## src/rtl/fifo_reader_pkg.sv

```systemverilog
// Shared types and constants for the FIFO stream reader.
//   state_e    : controller FSM states
//   BUF_DEPTH  : entries in the output skid buffer
//   OCC_WIDTH  : width of an occupancy count 0..BUF_DEPTH
package fifo_reader_pkg;

  typedef enum logic [1:0] {
    StIdle,
    StDrain,
    StFlush,
    StDone
  } state_e;

  localparam int unsigned BUF_DEPTH = 2;
  localparam int unsigned OCC_WIDTH = $clog2(BUF_DEPTH + 1);

endpackage

```

## src/rtl/stream_skid_buf.sv

```systemverilog
// Two-entry synchronous FIFO used as the reader's output buffer.
//   clk, rst     : clock, synchronous active-high reset
//   push_i       : write push_data_i at the tail this cycle
//   push_data_i  : word to write
//   pop_i        : drop the head entry this cycle (ignored when empty)
//   occ_o        : current number of stored entries
//   head_o       : oldest stored entry
module stream_skid_buf
  import fifo_reader_pkg::*;
#(
  parameter int unsigned DATA_WIDTH = 8
) (
  input  logic                  clk,
  input  logic                  rst,
  input  logic                  push_i,
  input  logic [DATA_WIDTH-1:0] push_data_i,
  input  logic                  pop_i,
  output logic [OCC_WIDTH-1:0]  occ_o,
  output logic [DATA_WIDTH-1:0] head_o
);

  localparam int unsigned PtrW = (BUF_DEPTH > 1) ? $clog2(BUF_DEPTH) : 1;

  logic [DATA_WIDTH-1:0] mem_q [BUF_DEPTH];
  logic [PtrW-1:0]       wr_ptr_q, wr_ptr_d;
  logic [PtrW-1:0]       rd_ptr_q, rd_ptr_d;
  logic [OCC_WIDTH-1:0]  occ_q, occ_d;
  logic                  do_push, do_pop;

  always_comb begin
    do_pop  = pop_i && (occ_q != '0);
    // A push into a full buffer is only legal if the head leaves in the same cycle.
    do_push = push_i && ((occ_q != OCC_WIDTH'(BUF_DEPTH)) || do_pop);
    // Depth is a power of two, so pointers wrap naturally.
    wr_ptr_d = wr_ptr_q + PtrW'(do_push);
    rd_ptr_d = rd_ptr_q + PtrW'(do_pop);
    occ_d    = occ_q + OCC_WIDTH'(do_push) - OCC_WIDTH'(do_pop);
  end

  always_ff @(posedge clk) begin
    if (rst) begin
      for (int unsigned i = 0; i < BUF_DEPTH; i++) begin
        mem_q[i] <= '0;
      end
      wr_ptr_q <= '0;
      rd_ptr_q <= '0;
      occ_q    <= '0;
    end else begin
      if (do_push) begin
        mem_q[wr_ptr_q] <= push_data_i;
      end
      wr_ptr_q <= wr_ptr_d;
      rd_ptr_q <= rd_ptr_d;
      occ_q    <= occ_d;
    end
  end

  assign occ_o  = occ_q;
  assign head_o = mem_q[rd_ptr_q];

endmodule

```

## src/rtl/fifo_stream_reader.sv

```systemverilog
// Read-side controller for a synchronous FIFO with one-cycle registered read data.
// A start command pops exactly len words and forwards them on a valid/ready stream
// through a two-entry buffer; done pulses once the last word is accepted.
//   clk, rst    : clock, synchronous active-high reset
//   start, len  : drain command and word count (sampled only in idle)
//   busy, done  : not idle / one-cycle completion pulse
//   fifo_rden   : pop request; fifo_data valid the following cycle
//   fifo_data   : FIFO read data
//   fifo_empty  : FIFO empty flag
//   m_valid, m_data, m_ready : output stream
//   words_out   : words accepted downstream in the current or last drain
module fifo_stream_reader
  import fifo_reader_pkg::*;
#(
  parameter int unsigned DATA_WIDTH = 8,
  parameter int unsigned LEN_WIDTH  = 8
) (
  input  logic                  clk,
  input  logic                  rst,
  input  logic                  start,
  input  logic [LEN_WIDTH-1:0]  len,
  output logic                  busy,
  output logic                  done,
  output logic                  fifo_rden,
  input  logic [DATA_WIDTH-1:0] fifo_data,
  input  logic                  fifo_empty,
  output logic                  m_valid,
  output logic [DATA_WIDTH-1:0] m_data,
  input  logic                  m_ready,
  output logic [LEN_WIDTH-1:0]  words_out
);

  localparam int unsigned CredW = OCC_WIDTH + 1;

  state_e                state_q, state_d;
  logic [LEN_WIDTH-1:0]  remaining_q, remaining_d;
  logic [LEN_WIDTH-1:0]  words_out_q, words_out_d;
  logic                  inflight_q, inflight_d;
  logic [OCC_WIDTH-1:0]  occ;
  logic [DATA_WIDTH-1:0] head;
  logic                  pop_now;
  logic [CredW-1:0]      used_next;

  stream_skid_buf #(
    .DATA_WIDTH (DATA_WIDTH)
  ) u_buf (
    .clk         (clk),
    .rst         (rst),
    .push_i      (inflight_q),
    .push_data_i (fifo_data),
    .pop_i       (pop_now),
    .occ_o       (occ),
    .head_o      (head)
  );

  always_comb begin
    pop_now   = (occ != '0) && m_ready;
    // Buffer slots committed after this cycle, ignoring any new pop: stored words plus
    // the word arriving from the FIFO, minus the one leaving downstream.
    used_next = CredW'(occ) + CredW'(inflight_q) - CredW'(pop_now);
    fifo_rden = (state_q == StDrain) && !fifo_empty && (remaining_q != '0) &&
                (used_next < CredW'(BUF_DEPTH));
  end

  always_comb begin
    state_d     = state_q;
    remaining_d = remaining_q - LEN_WIDTH'(fifo_rden);
    words_out_d = words_out_q + LEN_WIDTH'(pop_now);
    inflight_d  = fifo_rden;
    unique case (state_q)
      StIdle: begin
        if (start) begin
          words_out_d = '0;
          if (len != '0) begin
            state_d     = StDrain;
            remaining_d = len;
          end else begin
            state_d = StDone;
          end
        end
      end
      StDrain: begin
        if (remaining_q == '0) begin
          state_d = StFlush;
        end
      end
      StFlush: begin
        // No pops happen here, so used_next is next-cycle occupancy plus in-flight.
        if (used_next == '0) begin
          state_d = StDone;
        end
      end
      StDone: begin
        state_d = StIdle;
      end
      default: begin
        state_d = StIdle;
      end
    endcase
  end

  always_ff @(posedge clk) begin
    if (rst) begin
      state_q     <= StIdle;
      remaining_q <= '0;
      words_out_q <= '0;
      inflight_q  <= 1'b0;
    end else begin
      state_q     <= state_d;
      remaining_q <= remaining_d;
      words_out_q <= words_out_d;
      inflight_q  <= inflight_d;
    end
  end

  assign busy      = (state_q != StIdle);
  assign done      = (state_q == StDone);
  assign m_valid   = (occ != '0);
  assign m_data    = head;
  assign words_out = words_out_q;

endmodule

```

## config.mk

```make
export PLATFORM = sky130hd
export DESIGN_NAME = fifo_stream_reader
export DESIGN_NICKNAME = d
export VERILOG_FILES = /design/src/rtl/fifo_reader_pkg.sv /design/src/rtl/stream_skid_buf.sv /design/src/rtl/fifo_stream_reader.sv
export SDC_FILE = /design/constraint.sdc
export NUM_CORES = 1
export LEC_CHECK = 0
export ABC_CLOCK_PERIOD_IN_PS = 8600
export BUFFER_PORTS_ARGS = -buffer_cell sky130_fd_sc_hd__buf_2
export CORE_MARGIN = 1.5
export CORE_UTILIZATION = 58
export DETAILED_ROUTE_END_ITERATION = 7
export GPL_TIMING_DRIVEN = 0
export MAX_ROUTING_LAYER = met4
export PLACE_DENSITY = 0.83
export SYNTH_ARGS = -nofsm -noshare
export SYNTH_HDL_FRONTEND = slang
export SYNTH_SLANG_ARGS = --single-unit
```

## constraint.sdc

```tcl
create_clock -name clk -period 8.6 [get_ports clk]
set_input_delay 0.86 -clock clk [delete_from_list [all_inputs] [get_ports clk]]
set_output_delay 0.86 -clock clk [all_outputs]
set_load 0.02 [all_outputs]
```

==> impl_results.html, run 1 <==
<table>
<tr><th>Metric</th><th>Value</th></tr>
<tr><th colspan="2">Clocking</th></tr>
<tr><td>Clk buf depth</td><td>2</td></tr>
<tr><td>Clock insertion delay at the later pin of the skew report</td><td>350 ps</td></tr>
<tr><td>CTS tree</td><td>done</td></tr>
<tr><td>CTS H-tree lvls</td><td>2</td></tr>
<tr><td>TritonCTS buffer count</td><td>5</td></tr>
<tr><td>Clock transition at the register clock pins on the worst setup and hold paths after CTS</td><td>110 ps</td></tr>
<tr><td>Count of cells resized by post-cts repair</td><td>0</td></tr>
<tr><td>Count of clock tree sinks</td><td>39</td></tr>
<tr><td>Post-CTS Hold Buffers</td><td>0</td></tr>
<tr><td>Buffer type at the clock tree root</td><td>sky130_fd_sc_hd__clkbuf_4</td></tr>
<tr><td>Setup repair bufs after CTS</td><td>0</td></tr>
<tr><th colspan="2">Synthesis</th></tr>
<tr><td>Synthesized area divided by synthesized cell count</td><td>10.6 µm²</td></tr>
<tr><td>Register area share after synthesis</td><td>46.7%</td></tr>
<tr><td>Number of cells produced by synthesis</td><td>190</td></tr>
<tr><td>Number of unique standard cell types used by synthesis</td><td>37</td></tr>
<tr><td>Top cells by area, synth</td><td>sky130_fd_sc_hd__edfxtp_1, sky130_fd_sc_hd__dfxtp_1, sky130_fd_sc_hd__ha_1</td></tr>
<tr><td>Number of warnings printed during yosys synthesis</td><td>0</td></tr>
<tr><td>Register bit count reported by yosys</td><td>39</td></tr>
<tr><td>Number of flops mapped to enable cells by yosys</td><td>16</td></tr>
<tr><td>Area share of the largest cell type after synthesis</td><td>23.9%</td></tr>
<tr><td>Async set-reset flop share out of synthesis</td><td>0%</td></tr>
<tr><td>Most common flop cell mapped by yosys</td><td>sky130_fd_sc_hd__dfxtp_1</td></tr>
<tr><td>Top cell type by total area after synthesis</td><td>sky130_fd_sc_hd__edfxtp_1</td></tr>
<tr><td>Post-synthesis instance area</td><td>0.00201 mm²</td></tr>
<tr><td>Post-Synthesis Net Count</td><td>226</td></tr>
<tr><th colspan="2">Flow run</th></tr>
<tr><td>Number of max-capacitance violations reported</td><td>0</td></tr>
<tr><th colspan="2">Critical path</th></tr>
<tr><td>Worst setup path startpoint</td><td>u_buf.occ_o[1]</td></tr>
<tr><td>Startpoint class of the critical path</td><td>register</td></tr>
<tr><td>Worst Path Required</td><td>7740 ps</td></tr>
<tr><td>Origin of the critical flop-to-flop path</td><td>u_buf.occ_o[1]</td></tr>
<tr><td>CP endpoint</td><td>fifo_rden</td></tr>
<tr><td>Data arrival time of the worst path</td><td>3100 ps</td></tr>
<tr><td>End of the worst register-to-register path</td><td>remaining_q[4]</td></tr>
<tr><td>Worst reg-to-reg path cell count</td><td>15</td></tr>
<tr><td>Register-to-Register Setup Slack</td><td>4910 ps</td></tr>
<tr><td>Start-to-end type of the worst setup path</td><td>register to output port</td></tr>
<tr><td>Nature of the critical path endpoint</td><td>output port</td></tr>
<tr><td>Crit-path max FO</td><td>5</td></tr>
<tr><th colspan="2">Pwr</th></tr>
<tr><td>Register share of total power</td><td>42.0%</td></tr>
<tr><td>Part of the power in the clock network</td><td>15.8%</td></tr>
<tr><td>Internal</td><td>0.359 mW</td></tr>
<tr><td>Power Total</td><td>0.578 mW</td></tr>
<tr><td>Maximum ir drop on the vdd rail</td><td>0.135 mV</td></tr>
<tr><td>Static leakage power</td><td>1.06 nW</td></tr>
<tr><td>Net switching power of the design</td><td>0.219 mW</td></tr>
<tr><td>Power per standard cell area</td><td>249 mW/mm²</td></tr>
<tr><td>Net Sw Frac</td><td>37.9%</td></tr>
<tr><td>Combinational share of power</td><td>42.2%</td></tr>
<tr><th colspan="2">Final layout</th></tr>
<tr><td>Most frequent cells in the layout</td><td>sky130_fd_sc_hd__buf_2, sky130_fd_sc_hd__dfxtp_1, sky130_fd_sc_hd__and2_1</td></tr>
<tr><td>Net count reported at finish</td><td>273</td></tr>
<tr><td>Fraction of final layout cells sized beyond drive strength 1</td><td>27.7%</td></tr>
<tr><td>Ant diodes</td><td>0</td></tr>
<tr><td>Filler cell count in the final layout</td><td>281</td></tr>
<tr><td>Leading cell type in the layout, fill and taps excluded</td><td>sky130_fd_sc_hd__buf_2</td></tr>
<tr><td>Area growth syn-to-layout</td><td>15.5%</td></tr>
<tr><th colspan="2">Place</th></tr>
<tr><td>Placed wire-length estimate after detailed placement</td><td>2600 µm</td></tr>
<tr><td>Port Buf Inserts</td><td>40</td></tr>
<tr><td>RePlAce Congestion</td><td>0.790</td></tr>
<tr><th colspan="2">Detailed routing</th></tr>
<tr><td>DRC errors left</td><td>0</td></tr>
<tr><td>Via density</td><td>5.15</td></tr>
<tr><td>Detailed-route via count</td><td>1463</td></tr>
<tr><td>Mean routed wirelength per cell</td><td>12.0 µm</td></tr>
<tr><td>Total iterations of the first detailed-routing run</td><td>4</td></tr>
<tr><td>Final wirelength</td><td>3410 µm</td></tr>
<tr><td>Post-route ant nets</td><td>0</td></tr>
<tr><td>Count of routing violations after the opening detailed-route iteration</td><td>23</td></tr>
<tr><th colspan="2">Die</th></tr>
<tr><td>Top Ports</td><td>41</td></tr>
<tr><td>Initial Utilization</td><td>60.4%</td></tr>
<tr><td>Number of rows created at floorplan</td><td>21</td></tr>
<tr><td>Die Ht</td><td>61.9 µm</td></tr>
<tr><td>Core Area</td><td>0.00334 mm²</td></tr>
<tr><td>Area enclosed by the die boundary</td><td>0.00384 mm²</td></tr>
<tr><td>Die X</td><td>61.9 µm</td></tr>
<tr><th colspan="2">Global routing</th></tr>
<tr><td>GRT overflow</td><td>0</td></tr>
<tr><td>GRT Overall Usage</td><td>20.6%</td></tr>
<tr><td>Antenna violations before repair</td><td>0</td></tr>
<tr><td>Vias in the first global route</td><td>1280</td></tr>
<tr><td>Wire length of the first global-routing pass</td><td>5380 µm</td></tr>
<tr><td>Pin count of the biggest net entering global routing</td><td>13</td></tr>
<tr><th colspan="2">STA</th></tr>
<tr><td>RSZ-0062 raised after global routing</td><td>no</td></tr>
<tr><td>Worst relative slew slack</td><td>42.0%</td></tr>
<tr><td>Number of failing hold endpoints at the final stage</td><td>0</td></tr>
<tr><td>Summed negative setup slack over all endpoints</td><td>0 ps</td></tr>
<tr><td>Final Cycle Share</td><td>46.1%</td></tr>
<tr><td>Final Max Slew Viols</td><td>0</td></tr>
<tr><td>Max Clock Freq</td><td>252 MHz</td></tr>
<tr><td>Worst Clk Skew</td><td>6.29 ps</td></tr>
<tr><td>Number of failing setup endpoints in the final timing report</td><td>0</td></tr>
<tr><td>Shortest clock period the worst path allows after layout</td><td>3960 ps</td></tr>
<tr><td>Transition time at the pin with the least slew margin</td><td>869 ps</td></tr>
<tr><th colspan="2">Min path</th></tr>
<tr><td>Path class of the lowest-slack min-delay path</td><td>register to register</td></tr>
<tr><th colspan="2">Outcome</th></tr>
<tr><td>Result of the run</td><td>complete, no violations</td></tr>
</table>
-- synth_stat cells (3+ instances only) --
library cell                n
sky130_fd_sc_hd__ha_1      14
sky130_fd_sc_hd__and2_1    19
sky130_fd_sc_hd__a22oi_1    5
sky130_fd_sc_hd__a21oi_1    4
sky130_fd_sc_hd__mux2_2     8
sky130_fd_sc_hd__nand3_1    5
sky130_fd_sc_hd__nand2_1    3
sky130_fd_sc_hd__clkbuf_1   5
sky130_fd_sc_hd__edfxtp_1  16
sky130_fd_sc_hd__dfxtp_1   23
sky130_fd_sc_hd__or2_2      3
sky130_fd_sc_hd__nor2_1    17
sky130_fd_sc_hd__xnor2_1    3
sky130_fd_sc_hd__nor3b_1    4
sky130_fd_sc_hd__xor2_1    11
sky130_fd_sc_hd__inv_1     18
-- layer usage --
metal | GRT usage, % | wire [µm] | up-vias
met2 | 34.1 | 1660 | 32
met1 | 22.4 | 1520 | 677
li1 | - | - | 747
met3 | 4.97 | 161 | 7
met4 | 11.9 | 74 | 0
met5 | - | 0 | -
-- area by class of cell --
class | count | area (µm²) | area share [%]
Sequential cell | 39 | 941 | 40.5
Buffer | 5 | 18.8 | 0.807
Clock buffer | 6 | 41.3 | 1.78
Multi-Input combinational cell | 128 | 987 | 42.4
Clock inverter | 2 | 12.5 | 0.538
Timing Repair Buffer | 40 | 200 | 8.61
Tap cell | 46 | 57.6 | 2.47
Inverter | 18 | 67.6 | 2.90
-- power groups by stage --
stage               logic, mW  registers, mW  clock network [mW]
floorplan               0.193          0.243                   0
CTS                     0.247          0.243              0.0928
finish                  0.244          0.243              0.0911
detailed placement      0.245          0.247                   0
global route            0.276          0.247               0.101
global placement        0.241          0.246                   0
-- worst max-delay path, cell delays in order (launching register included) --
cell                      delay, ps
sky130_fd_sc_hd__dfxtp_1        390
sky130_fd_sc_hd__or2_2          320
sky130_fd_sc_hd__and2_1         220
sky130_fd_sc_hd__ha_1           290
sky130_fd_sc_hd__inv_1           50
sky130_fd_sc_hd__ha_1           130
sky130_fd_sc_hd__inv_1           50
sky130_fd_sc_hd__fa_1           470
sky130_fd_sc_hd__inv_1           50
sky130_fd_sc_hd__nor4_1         510
sky130_fd_sc_hd__buf_2          270
-- sequential cells by signal, indices dropped and copies added (netlist names) --
register,count
words_out,8
remaining_q,8
u_buf.mem_q,16
u_buf.wr_ptr_q,1
state_q,2
u_buf.occ_o,2
inflight_q,1
u_buf.rd_ptr_q,1
-- per-stage QoR --
stage	util, %	cell area, µm²	instances	setup slack, ps	hold slack, ps
6_report	69.7	2330	284	4640	534
2_1_floorplan	-	2010	190	4570	516
4_1_cts	69.7	2330	284	4590	537
3_5_place_dp	68.1	2270	276	4640	506
5_1_grt	69.7	2330	284	4340	579
3_3_place_gp	68.1	2270	276	4710	493
-- how the worst min path moves through the flow --
stage               slack [ps]  cells after the start      startpoint        endpoint
CTS                        540                      2    words_out[7]    words_out[7]
detailed placement         510                      2    words_out[7]    words_out[7]
finish                     530                      2    words_out[4]    words_out[4]
global placement           490                      2    words_out[7]    words_out[7]
global route               580                      2    words_out[7]    words_out[7]
floorplan                  520                      2  u_buf.wr_ptr_q  u_buf.wr_ptr_q
-- logic make-up (layout without fill, tap and decap cells) --
| family | Yosys count | in the layout | synth area share (%) |
|---|---|---|---|
| AND/OR/NAND/NOR | 67 | 67 | 18.9 |
| adder cells (fa/ha/maj) | 15 | 15 | 9.69 |
| flip-flops | 39 | 39 | 46.7 |
| XOR/XNOR | 14 | 14 | 6.09 |
| AO/OA/AOI/OAI | 24 | 24 | 9.81 |
| buffers and inverters | 23 | 71 | 4.29 |
| multiplexers | 8 | 8 | 4.47 |
No activity file was read; power rests on OpenSTA's default activity.
==> inputs of run 2 (changes only) <==
Settings changed: ABC_CLOCK_PERIOD_IN_PS 8600 to 3200, CORE_UTILIZATION 58 to 49, PLACE_DENSITY 0.83 to 0.74.
Clock period 8.6 ns to 3.2 ns, I/O delays scaled along.
==> run 2 against run 1 <==
  * Power increased to 3.1 times the previous value
  * First-iteration DRC count rose to 2.7 times the previous value
  * Count of clock-buffer cells in the layout did not move
  * Critical path type is now register to register
  * Largest cell class unchanged
==> impl_results.html, run 2 (synthesized netlist as in run 1, its figures left out) <==
<table>
<tr><th>Metric</th><th>Value</th></tr>
<tr><th colspan="2">Outcome</th></tr>
<tr><td>Result of the run</td><td>complete, no violations</td></tr>
<tr><th colspan="2">Critical path</th></tr>
<tr><td>Nature of the critical path endpoint</td><td>register</td></tr>
<tr><td>CP Cell Sequence</td><td>or2_4 -&gt; and2_4 -&gt; ha_4 -&gt; inv_2 -&gt; ha_4 -&gt; inv_2 -&gt; fa_1 -&gt; inv_2 -&gt; nor4_4 -&gt; ha_2 -&gt; ha_4 -&gt; nor3b_4 -&gt; xor2_1 -&gt; a22oi_1 -&gt; nor2_1</td></tr>
<tr><td>Origin of the critical flop-to-flop path</td><td>u_buf.occ_o[1]</td></tr>
<tr><td>Worst reg-to-reg path cell count</td><td>15 (unchanged)</td></tr>
<tr><td>End of the worst register-to-register path</td><td>remaining_q[4]</td></tr>
<tr><td>Startpoint class of the critical path</td><td>register</td></tr>
<tr><td>Maximum single-stage delay on the critical path</td><td>560 ps (+50 ps)</td></tr>
<tr><td>Data arrival time of the worst path</td><td>3400 ps (+300 ps)</td></tr>
<tr><td>Worst Path Required</td><td>3420 ps (-4320 ps)</td></tr>
<tr><td>Crit-path max FO</td><td>5 (unchanged)</td></tr>
<tr><td>Start-to-end type of the worst setup path</td><td>register to register</td></tr>
<tr><td>Cell with the biggest individual delay on the critical path</td><td>sky130_fd_sc_hd__fa_1</td></tr>
<tr><td>Register-to-Register Setup Slack</td><td>20 ps (-4890 ps)</td></tr>
<tr><th colspan="2">STA</th></tr>
<tr><td>Worst hold margin</td><td>287 ps (-247 ps)</td></tr>
<tr><td>Worst relative slew slack</td><td>45.8% (+3.9 points)</td></tr>
<tr><td>Worst setup slack after layout</td><td>23.1 ps (-4620 ps)</td></tr>
<tr><td>RSZ-0062 raised after global routing</td><td>yes</td></tr>
<tr><td>Summed negative setup slack over all endpoints</td><td>0 ps (unchanged)</td></tr>
<tr><td>Number of failing hold endpoints at the final stage</td><td>0 (unchanged)</td></tr>
<tr><td>Number of failing setup endpoints in the final timing report</td><td>0 (unchanged)</td></tr>
<tr><td>Shortest clock period the worst path allows after layout</td><td>3180 ps</td></tr>
<tr><td>Worst Clk Skew</td><td>5.45 ps (-0.838 ps)</td></tr>
<tr><td>Max Clock Freq</td><td>315 MHz</td></tr>
<tr><td>Transition time at the pin with the least slew margin</td><td>811 ps (-57.8 ps)</td></tr>
<tr><td>Final Cycle Share</td><td>99.3%</td></tr>
<tr><td>Final Max Slew Viols</td><td>0 (unchanged)</td></tr>
<tr><th colspan="2">Clocking</th></tr>
<tr><td>Count of clock tree sinks</td><td>39 (unchanged)</td></tr>
<tr><td>TritonCTS buffer count</td><td>5 (unchanged)</td></tr>
<tr><td>Clock transition at the register clock pins on the worst setup and hold paths after CTS</td><td>70 ps (-40 ps)</td></tr>
<tr><td>Post-CTS Hold Buffers</td><td>0 (unchanged)</td></tr>
<tr><td>CTS tree</td><td>done</td></tr>
<tr><td>CTS H-tree lvls</td><td>2 (unchanged)</td></tr>
<tr><td>Clk buf depth</td><td>2 (unchanged)</td></tr>
<tr><td>Buffer type at the clock tree root</td><td>sky130_fd_sc_hd__clkbuf_8</td></tr>
<tr><td>Clock insertion delay at the later pin of the skew report</td><td>290 ps (-60 ps)</td></tr>
<tr><th colspan="2">Place</th></tr>
<tr><td>Placed wire-length estimate after detailed placement</td><td>2620 µm (+0.84%)</td></tr>
<tr><td>Pre-CTS setup slack</td><td>0.301 ps (-4640 ps)</td></tr>
<tr><td>Number of placed instances with taps included</td><td>280 (+1.4%)</td></tr>
<tr><td>Port Buf Inserts</td><td>40 (unchanged)</td></tr>
<tr><td>RePlAce Congestion</td><td>0.781 (-1.1%)</td></tr>
<tr><td>Area after DPL</td><td>0.00232 mm² (+2.3%)</td></tr>
<tr><th colspan="2">Pwr</th></tr>
<tr><td>Power Total</td><td>1.78 mW (+210%)</td></tr>
<tr><td>Power per standard cell area</td><td>713 mW/mm² (+190%)</td></tr>
<tr><td>Static leakage power</td><td>1.12 nW (+5.1%)</td></tr>
<tr><td>Maximum ir drop on the vdd rail</td><td>0.354 mV (+160%)</td></tr>
<tr><th colspan="2">Final layout</th></tr>
<tr><td>Final std cells w/o fill</td><td>295 (+3.9%)</td></tr>
<tr><td>Final core utilization</td><td>62.8% (-6.9 points)</td></tr>
<tr><td>Area growth syn-to-layout</td><td>23.8%</td></tr>
<tr><td>Leading cell type in the layout, fill and taps excluded</td><td>sky130_fd_sc_hd__buf_2</td></tr>
<tr><td>Net count reported at finish</td><td>280 (+2.6%)</td></tr>
<tr><td>Ant diodes</td><td>0 (unchanged)</td></tr>
<tr><td>Max FFs per register</td><td>16 (unchanged)</td></tr>
<tr><td>Most frequent cells in the layout</td><td>sky130_fd_sc_hd__buf_2, sky130_fd_sc_hd__dfxtp_1, sky130_fd_sc_hd__and2_1</td></tr>
<tr><td>Top register by number of flip-flops</td><td>u_buf.mem_q</td></tr>
<tr><td>Fraction of final layout cells sized beyond drive strength 1</td><td>34.3% (+6.6 points)</td></tr>
<tr><td>Post-Layout Inst Area</td><td>0.00249 mm² (+7.2%)</td></tr>
<tr><th colspan="2">Flow run</th></tr>
<tr><td>Number of max-capacitance violations reported</td><td>0 (unchanged)</td></tr>
<tr><th colspan="2">Global routing</th></tr>
<tr><td>GRT Overall Usage</td><td>18.2% (-2.4 points)</td></tr>
<tr><td>Antenna violations before repair</td><td>0 (unchanged)</td></tr>
<tr><td>Vias in the first global route</td><td>1294 (+1.1%)</td></tr>
<tr><td>Wire length of the first global-routing pass</td><td>5820 µm (+8.2%)</td></tr>
<tr><td>Pin count of the biggest net entering global routing</td><td>13 (unchanged)</td></tr>
<tr><td>GRT overflow</td><td>0 (unchanged)</td></tr>
<tr><th colspan="2">Min path</th></tr>
<tr><td>Worst hold endpoint</td><td>remaining_q[5]</td></tr>
<tr><td>Path class of the lowest-slack min-delay path</td><td>primary input to register</td></tr>
<tr><td>Cell depth of the worst hold path</td><td>3 (+1)</td></tr>
<tr><td>Launch point of the worst hold path</td><td>len[5]</td></tr>
<tr><th colspan="2">Die</th></tr>
<tr><td>Top Ports</td><td>41 (unchanged)</td></tr>
<tr><td>Area enclosed by the die boundary</td><td>0.00450 mm² (+17%)</td></tr>
<tr><td>Die X</td><td>67.1 µm (+8.4%)</td></tr>
<tr><td>Core Area</td><td>0.00397 mm² (+19%)</td></tr>
<tr><td>Die Ht</td><td>67.1 µm (+8.4%)</td></tr>
<tr><td>Initial Utilization</td><td>50.7% (-9.6 points)</td></tr>
<tr><td>Number of rows created at floorplan</td><td>23 (+9.5%)</td></tr>
<tr><th colspan="2">Detailed routing</th></tr>
<tr><td>Final wirelength</td><td>3740 µm (+9.6%)</td></tr>
<tr><td>Count of routing violations after the opening detailed-route iteration</td><td>62 (+170%)</td></tr>
<tr><td>DRC errors left</td><td>0 (unchanged)</td></tr>
<tr><td>Via density</td><td>5.02 (-2.5%)</td></tr>
<tr><td>Mean routed wirelength per cell</td><td>12.7 µm (+5.5%)</td></tr>
<tr><td>Post-route ant nets</td><td>0 (unchanged)</td></tr>
<tr><td>Total iterations of the first detailed-routing run</td><td>4 (unchanged)</td></tr>
<tr><td>Detailed-route via count</td><td>1481 (+1.2%)</td></tr>
</table>
[run 2: cell count changes in the layout (fill, tap and decap cells not counted), moves of 2 or more]
cell                       previous run  this run
sky130_fd_sc_hd__inv_1               18        15
sky130_fd_sc_hd__ha_1                14        10
sky130_fd_sc_hd__inv_2                0         3
sky130_fd_sc_hd__nor3b_1              4         2
sky130_fd_sc_hd__buf_4                0         8
sky130_fd_sc_hd__clkbuf_4             5         0
sky130_fd_sc_hd__ha_4                 0         3
sky130_fd_sc_hd__clkbuf_8             0         5
[run 2: area by class of cell]
class	instances	area, µm²
Inverter	18	67.6
Clock inverter	2	8.76
Timing Repair Buffer	47	255
Tap cell	50	62.6
Sequential cell	39	945
Clock buffer	6	72.6
Multi-Input combinational cell	128	1060
Fill cell	343	1480
Buffer	5	18.8
[run 2: power by group]
group	switching (mW)	leakage (nW)	total, mW	internal, mW
logic	0.430	0.720	0.800	0.370
clock network	0.164	0.0426	0.314	0.150
registers	0.0670	0.354	0.664	0.597
[run 2: how the worst max path moves through the flow]
stage,endpoint,cells after the start,slack [ps],start
after global routing,remaining_q[4],15,-150,u_buf.occ_o[1]
after global placement,remaining_q[5],14,10,u_buf.occ_o[1]
after floorplan,remaining_q[4],15,3,u_buf.occ_o[1]
final,remaining_q[4],15,20,u_buf.occ_o[1]
after detailed placement,remaining_q[5],14,0.3,u_buf.occ_o[1]
after CTS,remaining_q[5],14,60,u_buf.occ_o[1]
[run 2: per-layer routing]
metal	wire, µm	share of wire [%]	GRT usage [%]
met1	1720	46	23.1
met2	1820	49	27.8
met3	161	4.3	4.56
met4	41	1.1	6.89
met5	0	0	-
[run 2: worst max-delay path: cells and delay by family (launching register included)]
family	cells	cell delay, ps
AO/OA/AOI/OAI	1	80
XOR/XNOR	1	170
adder cells (fa/ha/maj)	5	1300
buffers and inverters	3	150
flip-flops	1	370
AND/OR/NAND/NOR	5	1040
[run 2: what timing repair did]
action | 4_1_cts | 5_1_grt
resized for setup | 0 | 10
buffers inserted | 1 | 6
pin swaps | 1 | 8
endpoints found under the setup margin | 2 | 6
==> inputs of run 3 (changes only) <==
Settings changed: SETUP_SLACK_MARGIN from default to 0.2.
==> run 3 against run 2 <==
  * Non-clock buffer count grew 5
  * Sequential share of layout area shrank 1.7 points
  * Die area did not move
  * Flip-flop and latch count is the same
  * Maximum frequency is 3.1% higher
  * Power grew 8.9%
==> impl_results.html, run 3 (synthesized netlist as in run 1, its figures left out) <==
<table>
<tr><th>Metric</th><th>Value</th></tr>
<tr><th colspan="2">Outcome</th></tr>
<tr><td>Result of the run</td><td>complete, no violations</td></tr>
<tr><th colspan="2">Detailed routing</th></tr>
<tr><td>Total met3 wirelength after detailed routing</td><td>185 µm (+15%)</td></tr>
<tr><td>DRC errors left</td><td>0 (unchanged)</td></tr>
<tr><td>Mean routed wirelength per cell</td><td>12.4 µm (-1.9%)</td></tr>
<tr><td>Met2 wire length</td><td>1900 µm (+4.5%)</td></tr>
<tr><td>Count of routing violations after the opening detailed-route iteration</td><td>32 (-48%)</td></tr>
<tr><td>Detailed-route via count</td><td>1498 (+1.1%)</td></tr>
<tr><td>Total routed wire length on the met1 layer</td><td>1620 µm (-6.2%)</td></tr>
<tr><td>Post-route ant nets</td><td>0 (unchanged)</td></tr>
<tr><td>Final wirelength</td><td>3730 µm (-0.21%)</td></tr>
<tr><td>Via density</td><td>4.99 (-0.54%)</td></tr>
<tr><td>Max Used Layer</td><td>met4</td></tr>
<tr><td>Total iterations of the first detailed-routing run</td><td>4 (unchanged)</td></tr>
<tr><th colspan="2">Global routing</th></tr>
<tr><td>Vias in the first global route</td><td>1384 (+7.0%)</td></tr>
<tr><td>GRT overflow</td><td>0 (unchanged)</td></tr>
<tr><td>Wire length of the first global-routing pass</td><td>6020 µm (+3.6%)</td></tr>
<tr><td>GRT Overall Usage</td><td>18.5% (+0.34 points)</td></tr>
<tr><td>Antenna violations before repair</td><td>0 (unchanged)</td></tr>
<tr><td>Pin count of the biggest net entering global routing</td><td>14 (+1)</td></tr>
<tr><th colspan="2">Die</th></tr>
<tr><td>Die Ht</td><td>67.1 µm (unchanged)</td></tr>
<tr><td>Area enclosed by the die boundary</td><td>0.00450 mm² (unchanged)</td></tr>
<tr><td>Top Ports</td><td>41 (unchanged)</td></tr>
<tr><td>Number of rows created at floorplan</td><td>23 (unchanged)</td></tr>
<tr><td>Core Area</td><td>0.00397 mm² (unchanged)</td></tr>
<tr><td>Initial Utilization</td><td>50.7% (unchanged)</td></tr>
<tr><td>Die X</td><td>67.1 µm (unchanged)</td></tr>
<tr><th colspan="2">Pwr</th></tr>
<tr><td>Maximum ir drop on the vdd rail</td><td>0.487 mV (+37%)</td></tr>
<tr><td>Static leakage power</td><td>1.16 nW (+4.0%)</td></tr>
<tr><td>Power Total</td><td>1.94 mW (+8.9%)</td></tr>
<tr><td>Part of the power in the clock network</td><td>20.9% (+3.2 points)</td></tr>
<tr><td>Net switching power of the design</td><td>0.688 mW (+3.9%)</td></tr>
<tr><td>Internal</td><td>1.25 mW (+12%)</td></tr>
<tr><td>Register share of total power</td><td>34.4% (-2.9 points)</td></tr>
<tr><td>Net Sw Frac</td><td>35.5% (-1.7 points)</td></tr>
<tr><td>Power per standard cell area</td><td>742 mW/mm² (+4.0%)</td></tr>
<tr><td>Combinational share of power</td><td>44.6% (-0.4 points)</td></tr>
<tr><th colspan="2">Clocking</th></tr>
<tr><td>CTS tree</td><td>done</td></tr>
<tr><td>Clk buf depth</td><td>2 (unchanged)</td></tr>
<tr><td>Clock insertion delay at the later pin of the skew report</td><td>290 ps (about the same)</td></tr>
<tr><td>Count of clock tree sinks</td><td>39 (unchanged)</td></tr>
<tr><td>Clock transition at the register clock pins on the worst setup and hold paths after CTS</td><td>70 ps (about the same)</td></tr>
<tr><td>CTS H-tree lvls</td><td>2 (unchanged)</td></tr>
<tr><td>TritonCTS buffer count</td><td>5 (unchanged)</td></tr>
<tr><td>Post-CTS Hold Buffers</td><td>0 (unchanged)</td></tr>
<tr><td>Buffer type at the clock tree root</td><td>sky130_fd_sc_hd__clkbuf_8</td></tr>
<tr><th colspan="2">STA</th></tr>
<tr><td>Max Clock Freq</td><td>325 MHz (+3.1%)</td></tr>
<tr><td>Number of failing setup endpoints in the final timing report</td><td>0 (unchanged)</td></tr>
<tr><td>Final Max Slew Viols</td><td>0 (unchanged)</td></tr>
<tr><td>Transition time at the pin with the least slew margin</td><td>862 ps (+51.2 ps)</td></tr>
<tr><td>Worst hold margin</td><td>293 ps (+5.20 ps)</td></tr>
<tr><td>Final Cycle Share</td><td>96.3% (-3.0 points)</td></tr>
<tr><td>RSZ-0062 raised after global routing</td><td>yes</td></tr>
<tr><td>Worst Clk Skew</td><td>4.03 ps (-1.42 ps)</td></tr>
<tr><td>Number of failing hold endpoints at the final stage</td><td>0 (unchanged)</td></tr>
<tr><td>Worst relative slew slack</td><td>42.4% (-3.4 points)</td></tr>
<tr><td>Shortest clock period the worst path allows after layout</td><td>3080 ps (-95.7 ps)</td></tr>
<tr><th colspan="2">Critical path</th></tr>
<tr><td>Kind of cell adding the most delay to the critical path</td><td>adder cells</td></tr>
<tr><td>Buf+Inv Stages, Crit Path</td><td>3 (unchanged)</td></tr>
<tr><td>Crit-path max FO</td><td>4 (-1)</td></tr>
<tr><td>Startpoint class of the critical path</td><td>register</td></tr>
<tr><td>Worst Path Required</td><td>3370 ps (-50 ps)</td></tr>
<tr><td>Data arrival time of the worst path</td><td>3250 ps (-150 ps)</td></tr>
<tr><td>Maximum single-stage delay on the critical path</td><td>490 ps (-70 ps)</td></tr>
<tr><td>CP Cell Sequence</td><td>or2_4 -&gt; and2_4 -&gt; ha_4 -&gt; inv_2 -&gt; ha_4 -&gt; inv_2 -&gt; fa_1 -&gt; inv_2 -&gt; nor4_4 -&gt; ha_2 -&gt; ha_4 -&gt; nor3b_4 -&gt; xor2_1 -&gt; a22oi_1 -&gt; nor2_1</td></tr>
<tr><td>Nature of the critical path endpoint</td><td>register</td></tr>
<tr><td>Start-to-end type of the worst setup path</td><td>register to register</td></tr>
<tr><td>Cell with the biggest individual delay on the critical path</td><td>sky130_fd_sc_hd__fa_1</td></tr>
<tr><th colspan="2">Final layout</th></tr>
<tr><td>Most frequent cells in the layout</td><td>sky130_fd_sc_hd__buf_2, sky130_fd_sc_hd__dfxtp_1, sky130_fd_sc_hd__and2_1</td></tr>
<tr><td>Area growth syn-to-layout</td><td>29.6%</td></tr>
<tr><td>Fraction of final layout cells sized beyond drive strength 1</td><td>39.2% (+4.9 points)</td></tr>
<tr><td>Final core utilization</td><td>65.8% (+3.0 points)</td></tr>
<tr><td>Top register by number of flip-flops</td><td>u_buf.mem_q</td></tr>
<tr><td>Ant diodes</td><td>0 (unchanged)</td></tr>
<tr><td>Filler cell count in the final layout</td><td>321 (-6.4%)</td></tr>
<tr><td>Net count reported at finish</td><td>285 (+1.8%)</td></tr>
<tr><td>Leading cell type in the layout, fill and taps excluded</td><td>sky130_fd_sc_hd__buf_2</td></tr>
<tr><td>Max FFs per register</td><td>16 (unchanged)</td></tr>
<tr><th colspan="2">Flow run</th></tr>
<tr><td>Number of max-capacitance violations reported</td><td>0 (unchanged)</td></tr>
<tr><th colspan="2">Place</th></tr>
<tr><td>Placed wire-length estimate after detailed placement</td><td>2700 µm (+2.8%)</td></tr>
<tr><td>RePlAce Congestion</td><td>0.800 (+2.4%)</td></tr>
<tr><td>Port Buf Inserts</td><td>40 (unchanged)</td></tr>
<tr><th colspan="2">Min path</th></tr>
<tr><td>Path class of the lowest-slack min-delay path</td><td>primary input to register</td></tr>
</table>
==> run 3: final timing paths <==
check	cells after the start	slack, ps	start	to
worst max-delay path	15	120	u_buf.occ_o[1]	remaining_q[4]
worst min-delay path	3	290	len[5]	remaining_q[5]
worst max register to register	15	120	u_buf.occ_o[1]	remaining_q[4]
worst min register to register	2	520	words_out[7]	words_out[7]
==> run 3: layout make-up <==
| cell class | count | area, µm² | share of cell area, % |
|---|---|---|---|
| plain buffers | 5 | 18.8 | 0.719 |
| clock buffers | 5 | 68.8 | 2.64 |
| clock inverters | 3 | 43.8 | 1.68 |
| inverters | 18 | 67.6 | 2.59 |
| multi-input cells | 128 | 1110 | 42.4 |
| flip-flops and latches | 39 | 946 | 36.2 |
| well taps | 50 | 62.6 | 2.40 |
| repair buffers | 52 | 297 | 11.4 |
==> run 3: per-layer routing <==
layer  vias to the layer above  global-route usage (%)
li1                        768                       -
met5                         -                       -
met3                         5                    5.24
met2                        37                    31.3
met4                         0                    6.12
met1                       688                    21.0
==> run 3: metrics by stage <==
step	instances	TNS, ps	area [µm²]	setup WS [ps]
2_1_floorplan	190	0	2100	19.9
4_1_cts	295	0	2550	129
5_1_grt	300	-140	2610	-48.1
6_report	300	0	2610	119
3_5_place_dp	280	0	2370	29.6
3_3_place_gp	280	0	2370	69.0
==> run 3: worst register-to-register path, delay by kind of cell (launching register included) <==
family                   cells  cell delay, ps
flip-flops                   1             350
XOR/XNOR                     1              90
AND/OR/NAND/NOR              5             960
buffers and inverters        3             150
adder cells (fa/ha/maj)      5            1250
AO/OA/AOI/OAI                1             170
==> run 3: repair_timing <==
item,CTS,global route
cloned,0,0
setup endpoints to repair,7,7
resized for setup,4,4
setup buffers,7,5
pin swaps,9,4
==> run 3: power by group through the flow <==
stage	Combinational, mW	Sequential [mW]	Clock [mW]
6_report	0.864	0.667	0.405
5_1_grt	0.967	0.677	0.430
4_1_cts	0.824	0.664	0.410
3_5_place_dp	0.738	0.678	0
3_3_place_gp	0.729	0.676	0
2_1_floorplan	0.586	0.666	0
